## src/rtl/ifu_fetch.sv

```systemverilog
// rtl/ifu_fetch.sv - instruction fetch unit feeding the IF/ID register
// Optional misaligned-jump fault checking: FETCH_MISALIGN_CHK_EN
module ifu_fetch #(
  parameter logic [31:0] RST_PC   = 32'h0000_0000,
  parameter logic [31:0] NOP_INST = 32'h0000_0013
) (
  input  logic        clk,
  input  logic        rst_n,
  input  logic        hold_i,
  input  logic        jmp_en_i,
  input  logic [31:0] jmp_addr_i,
  output logic        ibus_req_o,
  output logic [31:0] ibus_addr_o,
  input  logic        ibus_gnt_i,
  input  logic        ibus_rvalid_i,
  input  logic [31:0] ibus_rdata_i,
  output logic [31:0] pc_o,
  output logic [31:0] inst_o,
  output logic        valid_o,
  output logic        misalign_o
);

  typedef enum logic [2:0] {
    S_IDLE,
    S_REQ,
    S_WAIT,
    S_HELD
`ifdef FETCH_MISALIGN_CHK_EN
    , S_FAULT
`endif
  } state_e;

  state_e      state_q, state_d;
  logic [31:0] fetch_pc_q, fetch_pc_d;
  logic [31:0] req_pc_q, req_pc_d;
  logic        kill_q, kill_d;
  logic [31:0] skid_pc_q, skid_pc_d;
  logic [31:0] skid_inst_q, skid_inst_d;
  logic [31:0] pc_q, pc_d;
  logic [31:0] inst_q, inst_d;
  logic        valid_q, valid_d;
  logic        req;
  logic        present_nop;
  logic        outstanding;
`ifdef FETCH_MISALIGN_CHK_EN
  logic        misalign_q, misalign_d;
`endif

  always_comb begin
    state_d     = state_q;
    fetch_pc_d  = fetch_pc_q;
    req_pc_d    = req_pc_q;
    kill_d      = kill_q;
    skid_pc_d   = skid_pc_q;
    skid_inst_d = skid_inst_q;
    pc_d        = pc_q;
    inst_d      = inst_q;
    valid_d     = valid_q;
    req         = 1'b0;
    present_nop = 1'b0;
    outstanding = 1'b0;
`ifdef FETCH_MISALIGN_CHK_EN
    misalign_d  = misalign_q;
`endif

    case (state_q)
      S_IDLE: state_d = S_REQ;
      S_REQ: begin
        req         = 1'b1;
        present_nop = !hold_i;
        if (ibus_gnt_i) begin
          state_d    = S_WAIT;
          req_pc_d   = fetch_pc_q;
          fetch_pc_d = fetch_pc_q + 32'd4;
        end
      end
      S_WAIT: begin
        if (ibus_rvalid_i) begin
          if (kill_q) begin
            kill_d      = 1'b0;
            state_d     = S_REQ;
            present_nop = !hold_i;
          end else if (hold_i) begin
            skid_pc_d   = req_pc_q;
            skid_inst_d = ibus_rdata_i;
            state_d     = S_HELD;
          end else begin
            // Present the response and issue the next request in the same cycle.
            pc_d    = req_pc_q;
            inst_d  = ibus_rdata_i;
            valid_d = 1'b1;
            req     = 1'b1;
            if (ibus_gnt_i) begin
              req_pc_d   = fetch_pc_q;
              fetch_pc_d = fetch_pc_q + 32'd4;
            end else begin
              state_d = S_REQ;
            end
          end
        end else begin
          present_nop = !hold_i;
        end
      end
      S_HELD: begin
        if (!hold_i) begin
          pc_d    = skid_pc_q;
          inst_d  = skid_inst_q;
          valid_d = 1'b1;
          state_d = S_REQ;
        end
      end
      default: state_d = state_q;
    endcase

    if (present_nop) begin
      inst_d  = NOP_INST;
      valid_d = 1'b0;
    end

    if (jmp_en_i) begin
      // A response still owed by the bus after this cycle must be discarded.
      outstanding = (state_q == S_WAIT && !ibus_rvalid_i) || (req && ibus_gnt_i);
      fetch_pc_d  = jmp_addr_i & ~32'd3;
      pc_d        = pc_q;
      inst_d      = NOP_INST;
      valid_d     = 1'b0;
      kill_d      = outstanding;
      state_d     = outstanding ? S_WAIT : S_REQ;
`ifdef FETCH_MISALIGN_CHK_EN
      if (jmp_addr_i[1:0] != 2'b00) begin
        state_d    = S_FAULT;
        kill_d     = 1'b0;
        misalign_d = 1'b1;
        pc_d       = jmp_addr_i;
      end else begin
        misalign_d = 1'b0;
      end
`endif
    end
  end

  always_ff @(posedge clk) begin
    if (!rst_n) begin
      state_q     <= S_IDLE;
      fetch_pc_q  <= RST_PC;
      req_pc_q    <= RST_PC;
      kill_q      <= 1'b0;
      skid_pc_q   <= RST_PC;
      skid_inst_q <= NOP_INST;
      pc_q        <= RST_PC;
      inst_q      <= NOP_INST;
      valid_q     <= 1'b0;
`ifdef FETCH_MISALIGN_CHK_EN
      misalign_q  <= 1'b0;
`endif
    end else begin
      state_q     <= state_d;
      fetch_pc_q  <= fetch_pc_d;
      req_pc_q    <= req_pc_d;
      kill_q      <= kill_d;
      skid_pc_q   <= skid_pc_d;
      skid_inst_q <= skid_inst_d;
      pc_q        <= pc_d;
      inst_q      <= inst_d;
      valid_q     <= valid_d;
`ifdef FETCH_MISALIGN_CHK_EN
      misalign_q  <= misalign_d;
`endif
    end
  end

  assign ibus_req_o  = req;
  assign ibus_addr_o = fetch_pc_q;
  assign pc_o        = pc_q;
  assign inst_o      = inst_q;
  assign valid_o     = valid_q;
`ifdef FETCH_MISALIGN_CHK_EN
  assign misalign_o  = misalign_q;
`else
  assign misalign_o  = 1'b0;
`endif

endmodule

```

## config.mk

```make
export PLATFORM = sky130hd
export DESIGN_NAME = ifu_fetch
export DESIGN_NICKNAME = d
export VERILOG_FILES = /design/src/rtl/ifu_fetch.sv
export SDC_FILE = /design/constraint.sdc
export NUM_CORES = 1
export LEC_CHECK = 0
export CAP_MARGIN = 40
export CORE_MARGIN = 5
export CORE_UTILIZATION = 55
export CTS_CLUSTER_SIZE = 14
export DETAILED_ROUTE_END_ITERATION = 10
export PLACE_DENSITY = 0.95
export SLEW_MARGIN = 20
export SYNTH_ARGS = -nofsm -noshare
export SYNTH_HDL_FRONTEND = slang
export SYNTH_SLANG_ARGS = --single-unit
export TNS_END_PERCENT = 20
```

## constraint.sdc

```tcl
create_clock -name clk -period 6.5 [get_ports clk]
set_input_delay 1.95 -clock clk [delete_from_list [all_inputs] [get_ports clk]]
set_output_delay 1.95 -clock clk [all_outputs]
set_load 0.1 [all_outputs]
```

==> summary.md <==
Maximum number of pins on one net before global-route repair: 98. The global-route total usage across every layer was 0.2913; the antenna diode count was 0. Routability-driven placement finished with a final weighted congestion of 0.8591. The combined buffer and inverter count along the critical path is 2. The Yosys step of the flow raised 0 warnings. The slack of the worst reg-to-reg path was 3.71 ns; the largest stage delay on the critical path was 0.61 ns.

The final max-slew violation count was 0; the part of the cycle the worst path needs was 0.8414. The post-synthesis cell area came out at 8300 µm². The worst setup path is captured at an output pin. The cell family contributing the most delay on the critical path is buffers and inverters. The largest individual stage delay along the critical path comes from the cell sky130_fd_sc_hd__clkdlybuf4s50_1. The share of synthesized registers carrying an async set or reset is 0, and the total number of vias is 7,883. The area added between synthesis and finish works out to 46.88%.

In this run the clock root is driven by a sky130_fd_sc_hd__clkbuf_16. The hold violation total from the final report was 0; the post-route DRC violation count was 0. In the final routed layout, each cell accounts on average for 19.31 µm.

The critical path goes through clkdlybuf4s50_1 -> nor2_1 -> a31oi_1 -> nor2b_1 -> buf_4. The floorplan step defined a die boundary enclosing 17,650 µm². In this run the critical register-to-register path is captured at skid_inst_q[30]. Final-report setup violation count: 0. The tools report the row count as 45. The mean number of vias per cell was 5.883. The most critical setup path has its startpoint at hold_i.

The share of the core filled with cells was 0.8140; the highest net fanout along the worst path was 10. Detailed placement ended at an HPWL of 17,530 µm. The filler cells instantiated in the layout total 799. For the arrival time at the worst endpoint, the log shows 3.52 ns. In this run the remaining antenna-violating nets after routing total 0. Number of buffers added by the clock tree synthesis step: 17. In the layout the commonest cells are 188 x sky130_fd_sc_hd__dfxtp_1, 179 x sky130_fd_sc_hd__nand2_1, 159 x sky130_fd_sc_hd__clkdlybuf4s50_1. The critical path class was primary input to output pin.

The largest clock skew in the final design was 0.01390 ns; the number of synthesized flops with an enable pin was 0. In this run the number of cells on the critical path is 5. The TritonCTS sink count is 188, and the wire length of the first global-routing pass is 41,590 µm.

The synthesized area per cell came out at 9.012 µm². The pre-antenna-repair detailed-routing pass consisted of 5 iterations. In the final design database the tool counted 1,216 nets. The relative slew slack came out at 0.4591. The flow ran to the end, and the final reports show no timing, DRC or antenna violations.

After clock tree synthesis, the setup repair step added 0 buffers. The dominant synthesized flop cell is sky130_fd_sc_hd__dfxtp_1. The library cell used most frequently in the layout, excluding fill and tap cells, is sky130_fd_sc_hd__dfxtp_1. Prior to clock tree synthesis, the placed netlist has a worst setup slack of 1.098 ns.

Counting along the longest clock path gives a buffer depth of 2. Setup repair after global routing left no endpoint under its margin. For the worst-skew pair, the clock arrives at the later sink with an insertion delay of 0.44 ns.

Initial core utilization: 0.5542. After detailed routing, the total wire length is 25,870 µm. The detailed router finished its first iteration with 661 violations.

The instance count of the mapped netlist came out at 921. Subtracting the final worst setup slack from the clock period gives 5.469 ns. Once the clock tree was built, the resizer swapped 0 gates to a different size.

In the post-route analysis, the smallest setup slack over all paths is 1.031 ns. In this run the critical register-to-register path is launched from state_q[0]. The length in cells of the worst reg-to-reg path was 6.

The synthesized flop and latch total was 188; the post-synthesis sequential area ratio was 0.4534. The worst-case IR drop observed on VDD is 0.2805 mV. In this run the tool buffered the top-level ports with 161 buffer cells.

The design draws 4210 µW. The run gives 0 as the overflow left after global routing. TritonCTS built the clock tree. The type of element launching the critical path is a primary input. At the pin with the least slew margin, the transition time is 0.8114 ns. The fraction of final layout cells with drive strength greater than 1 came out at 0.1380. The die is 132.9 µm wide. Across the run, the number of max-cap violations was 0. The via count of the first global-routing pass is 8,079, and the number of H-tree levels is 4. For the final routed database, the setup TNS stands at 0 ns. Summed over all cells, the static leakage comes to 0.004515 µW. The data required time of the critical path is 4.55 ns, and the total power density per cell area is 345.3 nW/µm². Derived from the worst setup path, the maximum achievable clock frequency is 0.1828 GHz. The CTS clock-pin slew for the worst setup and hold paths was 0.06 ns. The critical path ends at ibus_req_o. The number of different library cells used by synthesis comes to 48. Class of the most critical hold timing path: register to register.

From bottom edge to top edge, the die measures 132.9 µm. The number of antenna violations at the first check in global routing is 0. In this run the standard cell core region covers 14,980 µm². 169 I/O pins were placed. Count of hold buffers inserted by post-cts repair: 0.
## sequential cells by signal (all words and copies together) (netlist names)
name,count
ibus_addr_o,30
pc_o,30
req_pc_q,30
skid_inst_q,32
valid_o,1
inst_o,32
skid_pc_q,30
state_q,2
kill_q,1
## power by group
part | leakage, µW | total (µW) | internal (µW) | switching (µW)
sequential | 0.00153 | 1360 | 1270 | 99.1
clock | 0.000284 | 1070 | 603 | 465
combinational | 0.00271 | 1780 | 665 | 1110
## cell families after synthesis
logic type               count (synthesis)  share of synthesized area
AND/OR/NAND/NOR                        330                     0.1822
AO/OA/AOI/OAI                          205                     0.1809
flip-flops                             188                     0.4534
multiplexers                            94                     0.1140
buffers and inverters                   79                    0.04055
XOR/XNOR                                17                    0.01794
adder cells (fa/ha/maj)                  7                    0.01055
other                                    1                  0.0004518
## metrics by stage
step                      instances  hold WS [ns]  instance area (µm²)
after floorplan                 925        0.4349                 8315
after global placement         1211        0.4436                 9967
after detailed placement       1307        0.4578                11580
after CTS                      1339        0.4669                12190
after global routing           1340        0.4840                12190
final                          1340        0.4643                12190
## worst min path at each step
stage                     slack, ns              end       startpoint  depth (start not counted)
after CTS                      0.47  skid_inst_q[14]  skid_inst_q[14]                          2
after global routing           0.48    skid_pc_q[31]    skid_pc_q[31]                          2
after detailed placement       0.46  skid_inst_q[19]  skid_inst_q[19]                          2
after global placement         0.44   skid_inst_q[1]   skid_inst_q[1]                          2
after floorplan                0.43   skid_inst_q[0]   skid_inst_q[0]                          2
final                          0.46  skid_inst_q[14]  skid_inst_q[14]                          2
## per-layer routing
layer  part of all wire  vias to the layer above  global-route usage
met1               0.38                     3786              0.3372
met5                  0                        -                   0
met4              0.039                        0              0.1518
li1                   -                     3642                   -
met2               0.52                      367              0.5090
met3              0.062                       88             0.05627
## cell usage after synthesis, types with 2 or more instances
cell | instances | area [µm²]
sky130_fd_sc_hd__dfxtp_1 | 188 | 3764
sky130_fd_sc_hd__nand2_1 | 179 | 671.9
sky130_fd_sc_hd__mux2i_1 | 90 | 900.9
sky130_fd_sc_hd__a21boi_0 | 60 | 450.4
sky130_fd_sc_hd__clkbuf_1 | 56 | 210.2
sky130_fd_sc_hd__nor2_1 | 41 | 153.9
sky130_fd_sc_hd__nor2b_1 | 40 | 250.2
sky130_fd_sc_hd__o21ai_0 | 34 | 170.2
sky130_fd_sc_hd__a211oi_1 | 33 | 247.7
sky130_fd_sc_hd__o211a_1 | 31 | 310.3
sky130_fd_sc_hd__a21oi_1 | 19 | 95.09
sky130_fd_sc_hd__nand3_1 | 16 | 80.08
sky130_fd_sc_hd__nor3_1 | 15 | 75.07
sky130_fd_sc_hd__xnor2_1 | 14 | 122.6
sky130_fd_sc_hd__nand4_1 | 11 | 68.82
sky130_fd_sc_hd__nor4_1 | 9 | 56.30
sky130_fd_sc_hd__ha_1 | 7 | 87.58
sky130_fd_sc_hd__a31oi_1 | 6 | 37.54
sky130_fd_sc_hd__buf_1 | 6 | 22.52
sky130_fd_sc_hd__and4_1 | 5 | 43.79
sky130_fd_sc_hd__buf_2 | 5 | 25.02
sky130_fd_sc_hd__buf_4 | 5 | 37.54
sky130_fd_sc_hd__a22oi_1 | 4 | 30.03
sky130_fd_sc_hd__inv_1 | 4 | 15.01
sky130_fd_sc_hd__mux2_2 | 4 | 45.04
sky130_fd_sc_hd__o211ai_1 | 4 | 30.03
sky130_fd_sc_hd__a211o_1 | 3 | 26.28
sky130_fd_sc_hd__and2_1 | 3 | 18.77
sky130_fd_sc_hd__and3_1 | 3 | 18.77
sky130_fd_sc_hd__o2111ai_1 | 3 | 26.28
sky130_fd_sc_hd__xor2_1 | 3 | 26.28
sky130_fd_sc_hd__a31o_2 | 2 | 17.52
sky130_fd_sc_hd__buf_6 | 2 | 22.52
sky130_fd_sc_hd__nand2b_1 | 2 | 12.51
## cell type report
class                           count  area, µm²  share of cell area
Tap cell                          188      235.2             0.01929
Timing Repair Buffer              269       3311              0.2716
Multi-Input combinational cell    658       4260              0.3494
Clock inverter                     11      132.6             0.01088
Inverter                            5      18.77            0.001539
Clock buffer                       21      470.5             0.03859
Sequential cell                   188       3764              0.3087
## worst reg2reg max path: stages (launching register included)
cell and delay [ns]:
sky130_fd_sc_hd__dfxtp_1 0.38, sky130_fd_sc_hd__inv_1 0.13, sky130_fd_sc_hd__ha_1 0.48, sky130_fd_sc_hd__and4_2 0.84, sky130_fd_sc_hd__buf_4 0.48, sky130_fd_sc_hd__nand2_1 0.13, sky130_fd_sc_hd__a21boi_0 0.25
(Power assumes the default switching activity.)
